**src/rtl/reel_positioner.sv**
```systemverilog
// rtl/reel_positioner.sv - closed-count reel position controller driving the stepper direction command
module reel_positioner #(
    parameter int POS_W        = 12,
    parameter int MAX_POS      = 4000,
    parameter int STEP_DIV     = 512,
    parameter int SETTLE_TICKS = 4,
    parameter int HOME_TIMEOUT = 4200
) (
    input  logic             clk,
    input  logic             reset,
    input  logic             cmd_valid,
    output logic             cmd_ready,
    input  logic [POS_W-1:0] cmd_target,
    input  logic             stop,
    input  logic             home_sw,
    output logic [1:0]       dir,
    output logic [POS_W-1:0] position,
    output logic             busy,
    output logic             done,
    output logic             fault
);

    localparam int DIV_W  = (STEP_DIV > 1) ? $clog2(STEP_DIV) : 1;
    localparam int SET_W  = (SETTLE_TICKS > 1) ? $clog2(SETTLE_TICKS + 1) : 1;
    localparam int HOME_W = (HOME_TIMEOUT > 1) ? $clog2(HOME_TIMEOUT + 1) : 1;

    localparam logic [DIV_W-1:0]  DIV_LAST    = DIV_W'(STEP_DIV - 1);
    localparam logic [SET_W-1:0]  SETTLE_LAST = SET_W'(SETTLE_TICKS - 1);
    localparam logic [HOME_W-1:0] HOME_LAST   = HOME_W'(HOME_TIMEOUT - 1);
    localparam logic [POS_W-1:0]  MAX_V       = POS_W'(MAX_POS);
    localparam logic [POS_W-1:0]  POS_ONE     = POS_W'(1);

    localparam logic [1:0] DIR_STOP = 2'b00;
    localparam logic [1:0] DIR_IN   = 2'b10;
    localparam logic [1:0] DIR_OUT  = 2'b11;

    typedef enum logic [2:0] {
        S_HOME,
        S_IDLE,
        S_OUT,
        S_IN,
        S_SETTLE,
        S_FAULT
    } state_t;

    state_t            state_q, state_d;
    logic [DIV_W-1:0]  div_q, div_d;
    logic [SET_W-1:0]  settle_q, settle_d;
    logic [HOME_W-1:0] home_q, home_d;
    logic [POS_W-1:0]  pos_q, pos_d;
    logic [POS_W-1:0]  tgt_q, tgt_d;
    logic [1:0]        dir_q, dir_d;
    logic              done_q, done_d;
    logic              tick;
    logic [POS_W-1:0]  tgt_clamp;
    logic [POS_W-1:0]  pos_inc;
    logic [POS_W-1:0]  pos_dec;

    assign tick      = (div_q == DIV_LAST);
    assign div_d     = tick ? '0 : div_q + DIV_W'(1);
    assign tgt_clamp = (cmd_target > MAX_V) ? MAX_V : cmd_target;
    assign pos_inc   = pos_q + POS_ONE;
    assign pos_dec   = pos_q - POS_ONE;

    // Command acceptance is blocked during the done pulse so done and acceptance never coincide.
    assign cmd_ready = (state_q == S_IDLE) && !done_q;
    assign busy      = (state_q != S_IDLE) && (state_q != S_FAULT);
    assign fault     = (state_q == S_FAULT);
    assign done      = done_q;
    assign dir       = dir_q;
    assign position  = pos_q;

    always_comb begin
        state_d  = state_q;
        pos_d    = pos_q;
        tgt_d    = tgt_q;
        settle_d = '0;
        home_d   = '0;
        done_d   = 1'b0;
        case (state_q)
            S_HOME: begin
                home_d = home_q;
                if (tick) begin
                    if (home_sw) begin
                        pos_d   = '0;
                        state_d = S_SETTLE;
                    end else if (home_q == HOME_LAST) begin
                        state_d = S_FAULT;
                    end else begin
                        home_d = home_q + HOME_W'(1);
                    end
                end
            end
            S_IDLE: begin
                if (cmd_valid && cmd_ready) begin
                    tgt_d = tgt_clamp;
                    if (tgt_clamp > pos_q) begin
                        state_d = S_OUT;
                    end else if (tgt_clamp < pos_q) begin
                        state_d = S_IN;
                    end else begin
                        done_d = 1'b1;
                    end
                end
            end
            S_OUT: begin
                if (tick) begin
                    pos_d = pos_inc;
                    if (pos_inc == tgt_q) begin
                        state_d = S_SETTLE;
                    end
                end
                if (stop) begin
                    state_d = S_SETTLE;
                end
            end
            S_IN: begin
                // The home switch wins over the target: the reel is physically fully in.
                if (tick) begin
                    if (home_sw) begin
                        pos_d   = '0;
                        state_d = S_SETTLE;
                    end else if (pos_q == '0) begin
                        state_d = S_SETTLE;
                    end else begin
                        pos_d = pos_dec;
                        if (pos_dec == tgt_q) begin
                            state_d = S_SETTLE;
                        end
                    end
                end
                if (stop) begin
                    state_d = S_SETTLE;
                end
            end
            S_SETTLE: begin
                settle_d = settle_q;
                if (tick) begin
                    if (settle_q == SETTLE_LAST) begin
                        state_d = S_IDLE;
                        done_d  = 1'b1;
                    end else begin
                        settle_d = settle_q + SET_W'(1);
                    end
                end
            end
            default: begin
                state_d = S_FAULT;
            end
        endcase
    end

    // Direction is registered from the next state, so it only moves with state transitions.
    always_comb begin
        dir_d = DIR_STOP;
        case (state_d)
            S_HOME:  dir_d = DIR_IN;
            S_IN:    dir_d = DIR_IN;
            S_OUT:   dir_d = DIR_OUT;
            default: dir_d = DIR_STOP;
        endcase
    end

    always_ff @(posedge clk) begin
        if (reset) begin
            state_q  <= S_HOME;
            div_q    <= '0;
            settle_q <= '0;
            home_q   <= '0;
            pos_q    <= '0;
            tgt_q    <= '0;
            dir_q    <= DIR_STOP;
            done_q   <= 1'b0;
        end else begin
            state_q  <= state_d;
            div_q    <= div_d;
            settle_q <= settle_d;
            home_q   <= home_d;
            pos_q    <= pos_d;
            tgt_q    <= tgt_d;
            dir_q    <= dir_d;
            done_q   <= done_d;
        end
    end

endmodule

```
**config.mk**
```make
export PLATFORM = sky130hd
export DESIGN_NAME = reel_positioner
export DESIGN_NICKNAME = d
export VERILOG_FILES = /design/src/rtl/reel_positioner.sv
export SDC_FILE = /design/constraint.sdc
export NUM_CORES = 1
export LEC_CHECK = 0
export BUFFER_PORTS_ARGS = -buffer_cell sky130_fd_sc_hd__buf_2
export CORE_MARGIN = 1
export CORE_UTILIZATION = 54
export DETAILED_ROUTE_END_ITERATION = 12
export PLACE_DENSITY = 0.75
export SLEW_MARGIN = 20
export SYNTH_ARGS = -nofsm -noshare
export SYNTH_HDL_FRONTEND = slang
export SYNTH_SLANG_ARGS = --single-unit
```
**constraint.sdc**
```tcl
create_clock -name clk -period 2.7 [get_ports clk]
set_input_delay 0.27 -clock clk [delete_from_list [all_inputs] [get_ports clk]]
set_output_delay 0.27 -clock clk [all_outputs]
set_load 0.05 [all_outputs]
```
==> run_results.csv <==
group,metric,value,unit
outcome,status,"complete, no violations",
min_path,hold_path_depth,3,
pwr,powerDensity,334,nW/um2
logic_synthesis,avgSynthCellArea,7.51,um2
worst_setup_path,arrival,2.91,ns
global_route,grt_max_degree,34,
layout,drive_gt1_share,20.2,%
timing,setup_viol,0,
logic_synthesis,synth_enable_flop_cells,0,
worst_setup_path,cp-end-kind,"register",
worst_setup_path,path_class,"input port to register",
placement,dpl.hpwl,7.69,mm
worst_setup_path,r2r-start,"position[0]",
clock_tree,clockBufferDepth,2,
logic_synthesis,synthCells,507,
worst_setup_path,cpPeakStageDelay,0.50,ns
detailed_routing,routedWlPerCell,16.2,um
clock_tree,clk_pin_slew,0.11,ns
floorplanning,rows,30,
floorplanning,die_x,86.0,um
worst_setup_path,path_buf_inv,3,
floorplanning,start_util,56.0,%
timing,slew-limit-headroom,48.0,%
detailed_routing,drc,0,
min_path,hp-start,"cmd_target[11]",
timing,drv_slew,0,
detailed_routing,via_per_inst,6.11,
worst_setup_path,crit_family,"compound AO/OA/AOI/OAI gates",
worst_setup_path,rr_worst_depth,8,
logic_synthesis,synth-seq-cells,55,
placement,port_buffers,34,
logic_synthesis,yosysSeqAreaShare,28.9,%
worst_setup_path,required,2.94,ns
timing,min_period_over_period,99.0,%
timing,worstMarginPinSlew,0.769,ns
placement,place_inst,636,
run,drv_cap,0,
worst_setup_path,crit_path_max_fanout,5,
detailed_routing,drt_iter0_drc,331,
detailed_routing,drtAntennaViolNets,0,
logic_synthesis,yosys.area.top_type,"dfxtp_1",
global_route,grt_pass1_vias,3552,
logic_synthesis,synth_nets,543,
logic_synthesis,synth_cell_type_count,56,
logic_synthesis,synthTopCellsByArea,"dfxtp_1 29%, ha_1 6.2%, a21oi_1 5.7%",
min_path,hold-path-endpoint,"tgt_q[11]",
worst_setup_path,worstReg2RegEnd,"dir[0]",
min_path,hp-class,"input port to register",
floorplanning,core,6790,um2
global_route,grt_pass1_wl,17.0,mm
timing,hold_viol,0,
clock_tree,htreeDepth,2,
timing,skew,0.0101,ns
logic_synthesis,synthFlopType,"dfxtp_1",
pwr,p_leak,1.65,nW
layout,layout.nets,589,
clock_tree,clk_latency,0.32,ns
detailed_routing,routed_wl,10.5,mm
layout,area_growth,17.8,%
logic_synthesis,yosysWarnings,0,
layout,antenna-diode-count,0,
floorplanning,die-area,7390,um2
global_route,grt_util_all_layers,28.4,%
logic_synthesis,synthesis.area,3810,um2
detailed_routing,first_pass_iters,5,
timing,post-route-min-period,2.67,ns
layout,n_fill_cell,575,
worst_setup_path,crit_path_start_kind,"input port",
clock_tree,cts_made_buffers,5,
placement,placedInstanceArea,4230,um2
floorplanning,chipHeight,86.0,um
clock_tree,cts_sinks,55,
timing,max_freq,374,MHz
worst_setup_path,rrSetupSlack,0.07,ns
global_route,grt_overflow,0,
detailed_routing,num_vias,3974,
logic_synthesis,postSynth.asyncResetShare,0,%
clock_tree,hold_buffers,0,
pwr,peakVddDrop,0.202,mV
worst_setup_path,cp_slowest_cell,"or4_1",
placement,dpl_worst_slack,-0.307,ns
floorplanning,io_pins,35,
global_route,antenna_found_initial,0,
worst_setup_path,cp_common_cell,"o211ai_1",
clock_tree,cts_root_buf,"clkbuf_8",
placement,gp_congestion,0.945,
timing,final.setup.worst_slack,0.0272,ns
clock_tree,cts_tree,"done",
layout,final_area,4480,um2
layout,finalNonFillerCells,650,
logic_synthesis,synth_top_area_share,28.9,%
worst_setup_path,crit_chain,"buf_2 > or4_1 > o21ai_1 > a21oi_1 > buf_4 > nor2b_1 > ha_1 > inv_1 > o211ai_1 > o21ai_0 > o211ai_1 > o41ai_2 > a21oi_2 > nor4b_2",
==> cell type report <==
cell class	instances	area, um2	share of cell area [%]
multi-input combinational	391	2550	57.0
sequential	55	1110	24.8
timing repair buffer	74	474	10.6
tap	96	120	2.68
inverter	26	97.6	2.18
clock buffer	5	68.8	1.54
clock inverter	3	55.1	1.23
==> report_power, final <==
| group | total (W) | internal (W) | leakage [nW] | switching, W |
|---|---|---|---|---|
| logic | 0.0000952 | 0.0000411 | 1.14 | 0.0000541 |
| clock network | 0.000585 | 0.000286 | 0.0611 | 0.000299 |
| registers | 0.000817 | 0.000814 | 0.447 | 0.00000369 |
==> how the worst max path moves through the flow <==
stage	start	endpoint	cells past startpoint
floorplan	position[2]	dir[0]	8
global route	div_q[3]	state_q[1]	12
finish	cmd_target[0]	dir[0]	14
CTS	cmd_target[0]	dir[0]	13
global placement	cmd_target[0]	state_q[1]	13
detailed placement	cmd_target[0]	dir[0]	13
==> sequential cells by signal (all words and copies together) (netlist names) <==
signal / cells
home_q: 13
tgt_q: 12
state_q: 3
done: 1
dir: 2
position: 12
div_q: 9
settle_q: 3
==> layout by cell type (no fill, tap or decap), types with 3 or more instances in the layout <==
| cell | instances |
|---|---|
| o211ai_1 | 5 |
| nor4_1 | 8 |
| nor3b_1 | 3 |
| nor3_1 | 9 |
| nor2_1 | 46 |
| inv_1 | 25 |
| a21oi_1 | 43 |
| nand4_1 | 13 |
| a211oi_1 | 10 |
| dfxtp_1 | 50 |
| nand2b_1 | 3 |
| and3_1 | 8 |
| a22oi_1 | 4 |
| o22ai_1 | 8 |
| o21ai_0 | 24 |
| nand3_1 | 24 |
| or2_2 | 3 |
| nor2b_1 | 5 |
| xor2_1 | 16 |
| buf_2 | 34 |
| or4_1 | 4 |
| nand2_1 | 48 |
| clkbuf_8 | 5 |
| o2111ai_1 | 3 |
| dfxtp_2 | 3 |
| o31ai_1 | 3 |
| buf_4 | 39 |
| xnor2_1 | 18 |
| mux2i_1 | 3 |
| ha_1 | 16 |
| a311oi_1 | 5 |
| a31oi_1 | 4 |
| or3_1 | 9 |
==> cell families (layout without fill, tap and decap cells) <==
kind of cell,after synthesis,count (layout),share of synthesized area (%)
muxes,4,4,1.08
buffers and inverters,61,108,6.25
adders and majority gates,19,19,6.25
DFF,55,55,28.9
and+or+nand+nor,202,202,27.0
xor gates and xnor gates,35,35,8.05
AOI/OAI and AO/OA,131,131,22.4
==> synth_stat cells (7+ instances only) <==
master    number
dfxtp_1       55
nand2_1       48
nor2_1        47
a21oi_1       43
clkbuf_1      33
o21ai_0       26
inv_1         25
nand3_1       24
ha_1          19
xnor2_1       18
xor2_1        17
nand4_1       13
a211oi_1      11
nor3_1        11
or3_1          9
and3_1         8
nor4_1         8
o22ai_1        8
nor2b_1        7
==> tightest hold or removal path, stage by stage <==
cell     delay (ns)
buf_2          0.11
nand2_1        0.05
a21oi_1        0.05
==> per-stage QoR <==
step           hold slack, ns  power (W)  setup TNS [ns]  util [%]
2_1_floorplan           0.406   0.000885               0         -
3_3_place_gp            0.434   0.000918          -0.699      62.3
3_5_place_dp            0.441   0.000921           -1.17      62.3
4_1_cts                 0.213    0.00150               0      64.1
5_1_grt                 0.228    0.00154          -0.167      66.0
6_report                0.209    0.00150               0      66.0
==> metal layers <==
layer,wire [um],GRT usage [%],up-vias
li1,-,-,1932
met1,4770,41.7,1849
met2,4810,44.3,168
met3,699,2.98,25
met4,249,7.58,0
met5,0,0,-
==> timing repair <==
action	in CTS	in global routing
setup endpoints to repair	0	11
resized for setup	0	21
buffers inserted	0	6
(Power assumes the default switching activity.)
